**src/rtl/mem_port_arbiter_pkg.sv**
```systemverilog
// Shared definitions for the memory port arbiter.
// Holds the default widths and starvation limit, plus the arbiter state encoding.
package mem_port_arbiter_pkg;

    localparam int ADDR_W_DEF     = 32;
    localparam int DATA_W_DEF     = 32;
    localparam int STARVE_MAX_DEF = 3;

    typedef enum logic [2:0] {
        IDLE     = 3'd0,
        BUSY_IF  = 3'd1,
        BUSY_MEM = 3'd2,
        DONE_IF  = 3'd3,
        DONE_MEM = 3'd4
    } arbState_t;

endpackage

```
**src/rtl/mem_port_arbiter.sv**
```systemverilog
// Arbitrates a fetch (IF) and a data (MEM) requester onto one shared memory port.
// MEM normally wins; IF is forced through after STARVE_MAX consecutive MEM grants
// made while IF was waiting.
//
// Ports:
//   CLK, Reset                       clock, synchronous active-high reset
//   IF_Req/IF_Addr                   fetch request (held until IF_Done)
//   IF_RData/IF_Done/IF_Stall        fetch result, completion pulse, stall
//   MEM_Req/MEM_Write/MEM_Addr/...   data request (held until MEM_Done)
//   MEM_RData/MEM_Done/MEM_Stall     load result, completion pulse, stall
//   Mem_Valid/Mem_We/Mem_Addr/...    shared-port request
//   Mem_Ready/Mem_RData              shared-port completion and read data
//
// state    | meaning
// ---------+-----------------------------------------------
// IDLE     | no access in flight; arbitration happens here
// BUSY_IF  | fetch access on the port, waiting for Mem_Ready
// BUSY_MEM | data access on the port, waiting for Mem_Ready
// DONE_IF  | one-cycle IF_Done pulse, then back to IDLE
// DONE_MEM | one-cycle MEM_Done pulse, then back to IDLE
module mem_port_arbiter
    import mem_port_arbiter_pkg::*;
#(
    parameter int ADDR_W     = ADDR_W_DEF,
    parameter int DATA_W     = DATA_W_DEF,
    parameter int STARVE_MAX = STARVE_MAX_DEF
) (
    input  logic              CLK,
    input  logic              Reset,

    input  logic              IF_Req,
    input  logic [ADDR_W-1:0] IF_Addr,
    output logic [DATA_W-1:0] IF_RData,
    output logic              IF_Done,
    output logic              IF_Stall,

    input  logic              MEM_Req,
    input  logic              MEM_Write,
    input  logic [ADDR_W-1:0] MEM_Addr,
    input  logic [DATA_W-1:0] MEM_WData,
    output logic [DATA_W-1:0] MEM_RData,
    output logic              MEM_Done,
    output logic              MEM_Stall,

    output logic              Mem_Valid,
    output logic              Mem_We,
    output logic [ADDR_W-1:0] Mem_Addr,
    output logic [DATA_W-1:0] Mem_WData,
    input  logic              Mem_Ready,
    input  logic [DATA_W-1:0] Mem_RData
);

    localparam int STARVE_W = (STARVE_MAX < 1) ? 1 : $clog2(STARVE_MAX + 1);

    arbState_t           state;
    arbState_t           stateNext;
    logic [STARVE_W-1:0] starveCnt;
    logic                ifStarved;
    logic                grantIf;
    logic                grantMem;

    assign ifStarved = (starveCnt == STARVE_W'(STARVE_MAX));

    always_ff @(posedge CLK) begin
        if (Reset) begin
            state <= IDLE;
        end else begin
            state <= stateNext;
        end
    end

    always_comb begin
        stateNext = state;
        grantIf   = 1'b0;
        grantMem  = 1'b0;
        Mem_Valid = 1'b0;
        IF_Done   = 1'b0;
        MEM_Done  = 1'b0;
        case (state)
            IDLE: begin
                if (MEM_Req && !(IF_Req && ifStarved)) begin
                    grantMem  = 1'b1;
                    stateNext = BUSY_MEM;
                end else if (IF_Req) begin
                    grantIf   = 1'b1;
                    stateNext = BUSY_IF;
                end
            end
            BUSY_IF: begin
                Mem_Valid = 1'b1;
                if (Mem_Ready) stateNext = DONE_IF;
            end
            BUSY_MEM: begin
                Mem_Valid = 1'b1;
                if (Mem_Ready) stateNext = DONE_MEM;
            end
            DONE_IF: begin
                IF_Done   = 1'b1;
                stateNext = IDLE;
            end
            DONE_MEM: begin
                MEM_Done  = 1'b1;
                stateNext = IDLE;
            end
            default: stateNext = IDLE;
        endcase
    end

    // A requester that is not being served keeps its stall for the whole wait.
    assign IF_Stall  = IF_Req & ~IF_Done;
    assign MEM_Stall = MEM_Req & ~MEM_Done;

    always_ff @(posedge CLK) begin
        if (Reset) begin
            Mem_We    <= 1'b0;
            Mem_Addr  <= '0;
            Mem_WData <= '0;
            IF_RData  <= '0;
            MEM_RData <= '0;
            starveCnt <= '0;
        end else begin
            if (grantMem) begin
                Mem_We    <= MEM_Write;
                Mem_Addr  <= MEM_Addr;
                Mem_WData <= MEM_WData;
            end else if (grantIf) begin
                Mem_We    <= 1'b0;
                Mem_Addr  <= IF_Addr;
                Mem_WData <= '0;
            end

            // Only completions seen in a BUSY state are honoured; stray Ready is ignored.
            if (state == BUSY_IF && Mem_Ready) begin
                IF_RData <= Mem_RData;
            end
            if (state == BUSY_MEM && Mem_Ready && !Mem_We) begin
                MEM_RData <= Mem_RData;
            end

            if (grantIf) begin
                starveCnt <= '0;
            end else if (grantMem && IF_Req && !ifStarved) begin
                starveCnt <= starveCnt + 1'b1;
            end
        end
    end

endmodule

```
**config.mk**
```make
export PLATFORM = sky130hd
export DESIGN_NAME = mem_port_arbiter
export DESIGN_NICKNAME = d
export VERILOG_FILES = /design/src/rtl/mem_port_arbiter_pkg.sv /design/src/rtl/mem_port_arbiter.sv
export SDC_FILE = /design/constraint.sdc
export NUM_CORES = 1
export LEC_CHECK = 0
export CAP_MARGIN = 40
export CORE_MARGIN = 8
export CORE_UTILIZATION = 40
export DETAILED_ROUTE_END_ITERATION = 16
export PLACE_DENSITY = 0.89
export SETUP_SLACK_MARGIN = 0.5
export SYNTH_ARGS = -nofsm -noshare
export SYNTH_HDL_FRONTEND = slang
export SYNTH_SLANG_ARGS = --single-unit
```
**constraint.sdc**
```tcl
create_clock -name CLK -period 2.16 [get_ports CLK]
set_input_delay 0.54 -clock CLK [delete_from_list [all_inputs] [get_ports CLK]]
set_output_delay 0.54 -clock CLK [all_outputs]
set_load 0.02 [all_outputs]
```
==> flow_metrics.py <==
metrics = {
    "timing": {
        "final-setup-viol-count": 0,
        "fin_skew_ns": 0.00902,
        "slew_headroom": 0.520,
        "period_share": 0.847,
        "fmax_ghz": 0.547,
        "rsz0062_at_grt": "true",
        "period_needed_ns": 1.83,
        "drv_slew": 0,
        "hold_viol": 0,
        "tightestPinTransition_ns": 0.721,
    },
    "synth": {
        "syn_nets": 680,
        "synth_top_area_frac": 0.510,
        "syn_inst": 545,
        "post_synth_num_cell_types": 34,
        "avgSynthCellArea_um2": 9.64,
        "yosys-top-cells-area": "dfxtp_1 (51%), nand2b_1 (7.6%), a21oi_1 (6.4%)",
        "yosysMostFrequentCell": "dfxtp_1",
        "synth.cell_area_um2": 5260,
        "yosysSeqAreaShare": 0.510,
        "synth_flop_cell": "dfxtp_1",
        "synth_commonest_cells": "dfxtp_1 (134), a21oi_1 (67), nand2_1 (66)",
        "yosys_warnings": 0,
        "synth_top_area_cell": "dfxtp_1",
        "async_flop_share": 0,
        "synth_edf_count": 0,
        "ys_ff_latch": 134,
    },
    "floorplanning": {
        "dieHeight_um": 131,
        "dieArea_um2": 17100,
        "initial_core_util": 0.403,
        "ios": 268,
        "die_w_um": 131,
        "core_um2": 13000,
        "rows": 42,
    },
    "setup_path": {
        "start_kind": "register",
        "max_stage_delay_ns": 0.37,
        "crit_type": "register to primary output",
        "cp_cell_sequence": "buf_6 -> xnor2_2 -> nor2_1 -> buf_4",
        "required_ns": 1.62,
        "cp_max_fo": 4,
        "cp.arrival_ns": 1.29,
        "path_buf_inv": 2,
        "endpoint_kind": "primary output",
        "crit_slowest_cell": "dfxtp_4",
        "cp_top_family": "flip-flops",
    },
    "power": {
        "power.density_nw_per_um2": 788,
        "ir_drop_uv": 537,
        "p_leak_uw": 0.00352,
        "power_uw": 7150,
    },
    "placement": {
        "routabilityCongestion": 0.771,
        "hpwl_um": 12800,
        "port_buffers": 267,
    },
    "clocking": {
        "ctsHoldBuffers": 0,
        "clkTransAtPathRegs_ns": 0.06,
        "cts_tree": "yes",
        "insertion_delay_ns": 0.42,
        "cts_root_buf": "clkbuf_16",
        "cts.path.max_buffers": 2,
        "cts-buffers-inserted": 17,
        "htree_levels": 4,
        "cts.sink_count": 134,
    },
    "route": {
        "wire_per_inst_um": 19.5,
        "drc": 0,
        "drt_iter0_markers": 372,
        "drt-pass1-iter-count": 5,
        "vias": 5268,
        "routed_wl_um": 19800,
        "ant_nets": 0,
        "viasPerCell": 5.20,
    },
    "finish": {
        "regArea_um2": 2690,
        "utilization": 0.696,
        "syn2layout_area_growth_pct": 72.7,
        "final_nets": 960,
        "multiInputGateArea_um2": 2430,
        "num_antenna_cells": 0,
        "drive_above_1_share": 0.212,
        "fillCellCount": 993,
    },
    "status": {
        "status": "completed",
    },
    "global_routing": {
        "grt_max_degree": 97,
        "grt_pass1_vias": 5265,
        "track_usage": 0.214,
        "antenna_found_initial": 0,
        "grt-ovfl-total": 0,
        "grt_pass1_wl_um": 28300,
    },
    "worst_hold_path": {
        "hold_class": "register to register",
    },
    "run": {
        "drv_cap": 0,
    },
}
==> what timing repair did <==
action,4_1_cts,5_1_grt
gates cloned,4,8
gates resized for setup,263,125
buffers inserted,10,7
pin swaps,14,40
endpoints found under the setup margin,187,212
==> sequential cells by signal, indices dropped and copies added (netlist names) <==
register,count
MEM_RData,32
starveCnt,2
Mem_Addr,32
Mem_WData,32
IF_RData,32
Mem_We,1
state,3
==> kinds of logic after synthesis <==
group                    Yosys count  synth area share
AO/OA/AOI/OAI                    167             0.223
XOR/XNOR                           1           0.00167
adder cells (fa/ha/maj)            1           0.00238
buffers and inverters             58            0.0486
flip-flops                       134             0.510
multiplexers                      33            0.0631
AND/OR/NAND/NOR                  151             0.151
==> worst min-delay path: cells and delay by family (launching register included) <==
family	cells	cell delay [ns]
compound gates	1	0.05
simple gates	1	0.05
flops	1	0.30
==> final cells by class <==
class | instances | area share
Inverter | 1 | 0.000551
Sequential cell | 134 | 0.297
Timing Repair Buffer | 318 | 0.348
Multi-Input combinational cell | 353 | 0.267
Clock inverter | 15 | 0.0161
Tap cell | 176 | 0.0243
Clock buffer | 17 | 0.0469
==> cells in the final DEF, fill, tap and decap left out, drive strengths merged <==
cell,netlist,routed
a21oi,67,67
and2,1,1
nor3,4,4
a2111oi,1,1
ha,1,1
nand4bb,1,1
nand4,1,1
nor2b,2,2
clkdlybuf4s50,0,130
bufinv,0,1
nand3b,1,1
or4b,1,1
nand2,66,66
dfxtp,134,134
clkbuf,33,75
a21bo,1,1
mux2i,32,32
inv,0,7
clkinvlp,0,7
dlygate4sd2,0,9
and3b,1,1
clkinv,1,1
dlymetal6s2s,0,1
nor2,5,5
o21a,1,1
nor4bb,1,1
or2,1,1
o32ai,32,32
a22o,33,33
or4,1,1
mux2,1,1
or3b,1,1
clkdlybuf4s15,0,65
buf,24,55
nand2b,64,64
xnor2,1,1
a211oi,32,32
==> final timing paths <==
kind	cells past startpoint	from	slack, ns	end
min	2	IF_RData[25]	0.45	IF_RData[25]
max reg2reg	8	state[0]	0.35	Mem_WData[13]
min reg2reg	2	IF_RData[25]	0.45	IF_RData[25]
max	4	state[1]	0.33	Mem_Valid
==> stage by stage <==
| stage | instances | area, µm² | hold slack (ns) | TNS [ns] | setup slack [ns] |
|---|---|---|---|---|---|
| 3_3_place_gp | 953 | 8180 | 0.441 | -0.307 | -0.197 |
| 5_1_grt | 1014 | 9070 | 0.475 | 0 | 0.296 |
| 2_1_floorplan | 545 | 5260 | 0.436 | 0 | 0.488 |
| 6_report | 1014 | 9070 | 0.452 | 0 | 0.330 |
| 4_1_cts | 999 | 8960 | 0.451 | 0 | 0.312 |
| 3_5_place_dp | 953 | 8180 | 0.446 | -0.436 | -0.251 |
==> per-layer routing <==
| metal | wire length (µm) | vias to the layer above | track usage |
|---|---|---|---|
| li1 | - | 2526 | - |
| met1 | 7820 | 2510 | 0.246 |
| met2 | 10100 | 200 | 0.361 |
| met3 | 1450 | 32 | 0.0674 |
| met4 | 435 | 0 | 0.0912 |
| met5 | 0 | - | 0 |
==> power breakdown <==
part           switching (µW)  internal (µW)  leakage [µW]  total [µW]
Sequential                105           2650       0.00110        2750
Combinational             777            799       0.00217        1580
Clock                    1220           1610      0.000258        2830
Total                    2100           5060       0.00352        7150
Note: power is estimated with default switching activity, not from simulation.
